$ cat src/rtl/cordic_pkg.sv
// Shared constants, FSM state encoding and arctangent lookup for the sequential CORDIC.
package cordic_pkg;

  localparam logic [31:0] K_INIT  = 32'h26DD3B6A;
  localparam logic [31:0] QUARTER = 32'h40000000;

  typedef logic [0:0] state_t;
  localparam state_t ST_IDLE = 1'b0;
  localparam state_t ST_RUN  = 1'b1;

  // atan(2^-i) scaled so that 2^32 is a full circle
  function automatic logic [31:0] atan_lut(input logic [4:0] idx);
    logic [31:0] v;
    case (idx)
      5'd0:  v = 32'h20000000;
      5'd1:  v = 32'h12E4051E;
      5'd2:  v = 32'h09FB385B;
      5'd3:  v = 32'h051111D4;
      5'd4:  v = 32'h028B0D43;
      5'd5:  v = 32'h0145D7E1;
      5'd6:  v = 32'h00A2F61E;
      5'd7:  v = 32'h00517C55;
      5'd8:  v = 32'h0028BE53;
      5'd9:  v = 32'h00145F2F;
      5'd10: v = 32'h000A2F98;
      5'd11: v = 32'h000517CC;
      5'd12: v = 32'h00028BE6;
      5'd13: v = 32'h000145F3;
      5'd14: v = 32'h0000A2FA;
      5'd15: v = 32'h0000517D;
      5'd16: v = 32'h000028BE;
      5'd17: v = 32'h0000145F;
      5'd18: v = 32'h00000A30;
      5'd19: v = 32'h00000518;
      5'd20: v = 32'h0000028C;
      5'd21: v = 32'h00000146;
      5'd22: v = 32'h000000A3;
      5'd23: v = 32'h00000051;
      5'd24: v = 32'h00000029;
      5'd25: v = 32'h00000014;
      5'd26: v = 32'h0000000A;
      5'd27: v = 32'h00000005;
      5'd28: v = 32'h00000003;
      5'd29: v = 32'h00000001;
      5'd30: v = 32'h00000001;
      default: v = 32'h00000000;
    endcase
    return v;
  endfunction

endpackage

$ cat src/rtl/cordic_update.sv
// One combinational CORDIC micro-rotation in rotation mode, direction chosen by the sign of z.
module cordic_update
  import cordic_pkg::*;
(
  input  logic signed [31:0] x,
  input  logic signed [31:0] y,
  input  logic signed [31:0] z,
  input  logic        [5:0]  shift,
  input  logic signed [31:0] atan,
  output logic signed [31:0] x_next,
  output logic signed [31:0] y_next,
  output logic signed [31:0] z_next
);

  logic signed [31:0] x_sh;
  logic signed [31:0] y_sh;

  assign x_sh = x >>> shift;
  assign y_sh = y >>> shift;

  // All sums wrap in 32 bits; no saturation.
  always_comb begin
    if (!z[31]) begin
      x_next = x - y_sh;
      y_next = y + x_sh;
      z_next = z - atan;
    end else begin
      x_next = x + y_sh;
      y_next = y - x_sh;
      z_next = z + atan;
    end
  end

endmodule

$ cat src/rtl/cordic_seq.sv
// Iterative CORDIC sine/cosine, one micro-rotation per clock, ITER rotations per result.
// Define CORDIC_QUAD_EN to add quadrant pre-rotation for full-circle angle inputs.
module cordic_seq
  import cordic_pkg::*;
#(
  parameter int ITER = 24
) (
  input  logic        clk,
  input  logic        rst,
  input  logic        start,
  input  logic [31:0] angle,
  output logic        busy,
  output logic        done,
  output logic [31:0] cos_out,
  output logic [31:0] sin_out
);

  localparam logic [4:0] LAST_I = 5'(ITER - 1);

  state_t             state;
  logic        [4:0]  i;
  logic signed [31:0] x;
  logic signed [31:0] y;
  logic signed [31:0] z;
  logic signed [31:0] x0;
  logic signed [31:0] y0;
  logic signed [31:0] z0;
  logic signed [31:0] x_next;
  logic signed [31:0] y_next;
  logic signed [31:0] z_next;

`ifdef CORDIC_QUAD_EN
  // Fold the second and third quadrants onto +/-90 deg so the rotation stays in range.
  always_comb begin
    x0 = K_INIT;
    y0 = '0;
    z0 = angle;
    case (angle[31:30])
      2'b01: begin
        x0 = '0;
        y0 = K_INIT;
        z0 = angle - QUARTER;
      end
      2'b10: begin
        x0 = '0;
        y0 = 32'd0 - K_INIT;
        z0 = angle + QUARTER;
      end
      default: ;
    endcase
  end
`else
  always_comb begin
    x0 = K_INIT;
    y0 = '0;
    z0 = angle;
  end
`endif

  cordic_update u_update (
    .x      (x),
    .y      (y),
    .z      (z),
    .shift  ({1'b0, i}),
    .atan   (atan_lut(i)),
    .x_next (x_next),
    .y_next (y_next),
    .z_next (z_next)
  );

  assign busy = (state == ST_RUN);

  always_ff @(posedge clk) begin
    if (rst) begin
      state   <= ST_IDLE;
      i       <= '0;
      x       <= '0;
      y       <= '0;
      z       <= '0;
      done    <= 1'b0;
      cos_out <= '0;
      sin_out <= '0;
    end else begin
      done <= 1'b0;
      if (state == ST_IDLE) begin
        if (start) begin
          x     <= x0;
          y     <= y0;
          z     <= z0;
          i     <= '0;
          state <= ST_RUN;
        end
      end else begin
        x <= x_next;
        y <= y_next;
        z <= z_next;
        i <= i + 5'd1;
        // Final rotation publishes straight from the update stage.
        if (i == LAST_I) begin
          cos_out <= x_next;
          sin_out <= y_next;
          done    <= 1'b1;
          state   <= ST_IDLE;
        end
      end
    end
  end

endmodule
$ cat config.mk
export PLATFORM = sky130hd
export DESIGN_NAME = cordic_seq
export DESIGN_NICKNAME = d
export VERILOG_FILES = /design/src/rtl/cordic_pkg.sv /design/src/rtl/cordic_update.sv /design/src/rtl/cordic_seq.sv
export SDC_FILE = /design/constraint.sdc
export NUM_CORES = 1
export LEC_CHECK = 0
export ABC_AREA = 1
export BUFFER_PORTS_ARGS = -buffer_cell sky130_fd_sc_hd__clkbuf_2
export CELL_PAD_IN_SITES_DETAIL_PLACEMENT = 1
export CELL_PAD_IN_SITES_GLOBAL_PLACEMENT = 2
export CORE_UTILIZATION = 30
export DETAILED_ROUTE_END_ITERATION = 8
export MAX_ROUTING_LAYER = met4
export PLACE_DENSITY = 0.71
export SLEW_MARGIN = 10
export SYNTH_ARGS = -nofsm -noshare
export SYNTH_HDL_FRONTEND = slang
export SYNTH_SLANG_ARGS = --single-unit
$ cat constraint.sdc
create_clock -name clk -period 8.3 [get_ports clk]
set_input_delay 1.66 -clock clk [delete_from_list [all_inputs] [get_ports clk]]
set_output_delay 1.66 -clock clk [all_outputs]
set_load 0.01 [all_outputs]
==> out/results.tsv <==
metric	value	unit
cts_tree	built	
drt-pass1-iter-count	7	
insertion_delay	0.52	ns
yosysTopAreaCellShare	21.8	%
viasPerCell	5.40	
rr_endpoint	x[25]$_SDFFE_PP0N_	
grt_first_pass_wirelength	118	mm
synth_cells	2936	
p_switching	4350	uW
cts_setup_buffers	0	
slew_headroom	33.0	%
yosys_register_bits	197	
cpMaxStageDelayCell	buf_4	
path_clk_slew	0.09	ns
fin_util	33.3	%
rrSetupSlack	2.01	ns
max_freq	0.159	GHz
crit_arrival	6.69	ns
io_pins	101	
synth_warnings	0	
final-max-slew-violation-count	0	
endpoint_kind	register	
gr-total-overflow	0	
start_util	30.5	%
cts-resized-gates	0	
netlist_area	18100	um2
power_frac_clock	12.5	%
syn2layout_area_growth	9.10	%
cp.required	8.70	ns
ys_types	54	
clock_sinks	197	
violations	DRC	
whs_path_depth	2	
core	59400	um2
num_rows	89	
cpMostUsedCell	nand2_1	
post-route-drc-count	4	
grt_max_degree	67	
hp-class	register to register	
tightest_slew	1.00	ns
worstSetupPathType	register to register	
combPwrFrac	70.3	%
antenna_cells	0	
cp_max_fo	66	
grt_pass1_vias	20300	
die_y	248	um
antenna_found_initial	1	
cts_made_buffers	17	
hold_start	cos_out[24]$_SDFFE_PP0P_	
nFillCells	7761	
dieArea	61400	um2
place_hpwl	58.7	mm
drt_iter0_drc	1243	
maxCapViolCount	0	
vdd_drop_max	0.185	mV
layout.cells.non_filler	3725	
wl_per_cell	20.1	um
hold-path-endpoint	cos_out[24]$_SDFFE_PP0P_	
period_minus_slack	6.29	ns
p_sw_share	56.0	%
status	finished, violations left	
syn_nets	3085	
finalSetupViolations	0	
synth_top_area_cell	dfxtp_1	
die_w	248	um
postCtsHoldBufs	0	
drt-total-wl	75.1	mm
synth-seq-area-share	21.8	%
num_vias	20100	
cts_root_buf	clkbuf_16	
place_congestion	0.954	
ys_top_cells_by_area	dfxtp_1 (22%), nand2_1 (16%), nand3_1 (13%)	
ant_nets	0	
period_share	75.8	%
io_buffers	100	
post-place-cells	3693	
seq_power_share	17.3	%
power.internal	3410	uW
r2r_start	i[0]$_SDFFE_PP0N_	
p_per_area	392	nW/um2
drive_gt1_share	8.50	%
cp_slowest_stage_delay	0.56	ns
rsz0062_at_grt	no	
fin_skew	0.0290	ns
r2r_cells	31	
final_nets	3088	
avgSynthCellArea	6.17	um2
htreeDepth	4	
clk_path_buf_depth	2	
final-hold-violation-count	0	
p_leak	0.00961	uW
startpoint_type	register	
fin_setup_tns	0	ns
grt_usage	25.4	%
state kept, by name (all words and copies together), names as in the netlist:
name and count:
busy 1, cos_out 32, done 1, i 5, sin_out 32, u_update.atan 30, x 32, y 32
z 32
layout by cell type (no fill, tap or decap), types with 4 or more instances in the layout:
| master | n |
|---|---|
| a21boi_0 | 7 |
| a21o_1 | 12 |
| a21oi_1 | 186 |
| a221oi_1 | 7 |
| a22o_1 | 18 |
| a31oi_1 | 54 |
| a32o_1 | 13 |
| buf_4 | 21 |
| bufinv_16 | 4 |
| clkbuf_16 | 17 |
| clkbuf_2 | 99 |
| dfxtp_1 | 193 |
| ha_1 | 111 |
| inv_1 | 224 |
| inv_2 | 9 |
| nand2_1 | 784 |
| nand2_2 | 16 |
| nand3_1 | 475 |
| nand3_2 | 9 |
| nand3b_1 | 8 |
| nand4_1 | 17 |
| nor2_1 | 210 |
| nor2_2 | 6 |
| nor2_4 | 5 |
| nor3_1 | 37 |
| nor4_1 | 13 |
| o211ai_1 | 18 |
| o21a_1 | 10 |
| o21ai_0 | 128 |
| o21ai_1 | 6 |
| o21bai_1 | 10 |
| o22ai_1 | 5 |
| o31ai_1 | 7 |
| or2_2 | 41 |
| xnor2_1 | 46 |
| xor2_1 | 82 |
power by group through the flow:
stage,Combinational (uW),Sequential (uW),Clock [uW]
3_5_place_dp,5410,1370,0
5_1_grt,6100,1360,1030
3_3_place_gp,5320,1370,0
2_1_floorplan,3940,1220,0
6_report,5450,1340,968
4_1_cts,5450,1350,1010
cell type report:
class	count	area (um2)	share of cell area, %
multi-input combinational	2367	12700	64.0
sequential	197	3950	20.0
tap	773	967	4.89
inverter	236	891	4.51
timing repair buffer	120	653	3.30
clock buffer	17	425	2.15
clock inverter	15	220	1.11
per-stage QoR:
step | area (um2) | hold slack, ns | power, uW | setup WS, ns
CTS | 19800 | 0.465 | 7800 | 2.05
floorplan | 18100 | 0.458 | 5160 | 4.35
global placement | 19100 | 0.441 | 6690 | 2.38
global route | 19800 | 0.481 | 8490 | 1.34
finish | 19800 | 0.461 | 7760 | 2.01
detailed placement | 19100 | 0.451 | 6770 | 2.11
critical path: cells and delay by family, from the launching register on:
kind                     cells  cell delay [ns]
AND/OR/NAND/NOR             13             1.56
AO/OA/AOI/OAI                7             1.71
XOR/XNOR                     2             0.37
flip-flops                   1             0.32
buffers and inverters        7             1.66
adder cells (fa/ha/maj)      2             0.53
layer usage:
layer	vias up	GRT usage (%)	share of wire [%]
li1	9905	-	-
met1	9758	32.0	46
met2	354	41.8	48
met3	94	3.33	3.2
met4	0	8.21	2.8
met5	-	-	0
cell families (layout without fill, tap and decap cells):
logic type	Yosys count	count (layout)	synth area share, %
adders and majority gates	114	114	8.00
and+or+nand+nor	1625	1625	39.2
xor gates and xnor gates	128	128	6.19
AOI/OAI and AO/OA	500	500	16.4
buffers and inverters	372	388	8.43
DFF	197	197	21.8
how the worst max path moves through the flow:
stage / slack (ns) / to / start
floorplan: 4.35 / x[25]$_SDFFE_PP0N_ / i[0]$_SDFFE_PP0N_
global placement: 2.38 / x[25]$_SDFFE_PP0N_ / i[0]$_SDFFE_PP0N_
detailed placement: 2.11 / x[25]$_SDFFE_PP0N_ / i[0]$_SDFFE_PP0N_
CTS: 2.05 / x[25]$_SDFFE_PP0N_ / i[0]$_SDFFE_PP0N_
global route: 1.34 / x[25]$_SDFFE_PP0N_ / i[0]$_SDFFE_PP0N_
finish: 2.01 / x[25]$_SDFFE_PP0N_ / i[0]$_SDFFE_PP0N_
cell usage after synthesis, drive strengths merged:
cell type  count
nor4          13
inv          233
a32o          13
a21oi        187
a21boi         7
o32ai          1
xnor2         46
nand3        484
fa             3
a21o          12
o221a          1
nor3          38
a22oi          3
o21ai        137
a2111oi        1
dfxtp        197
and2           2
clkinv         3
a22o          18
a211oi         2
nand2        800
or2           41
o21a          10
nor2         221
clkbuf        56
o22ai          5
a41oi          2
a32oi          1
o41ai          1
buf           80
a31oi         54
nand4         18
o31ai          7
ha           111
o21bai        10
xor2          82
nand3b         8
o211ai        18
a221oi         7
o221ai         3
Power figures use the tool's default switching activity.
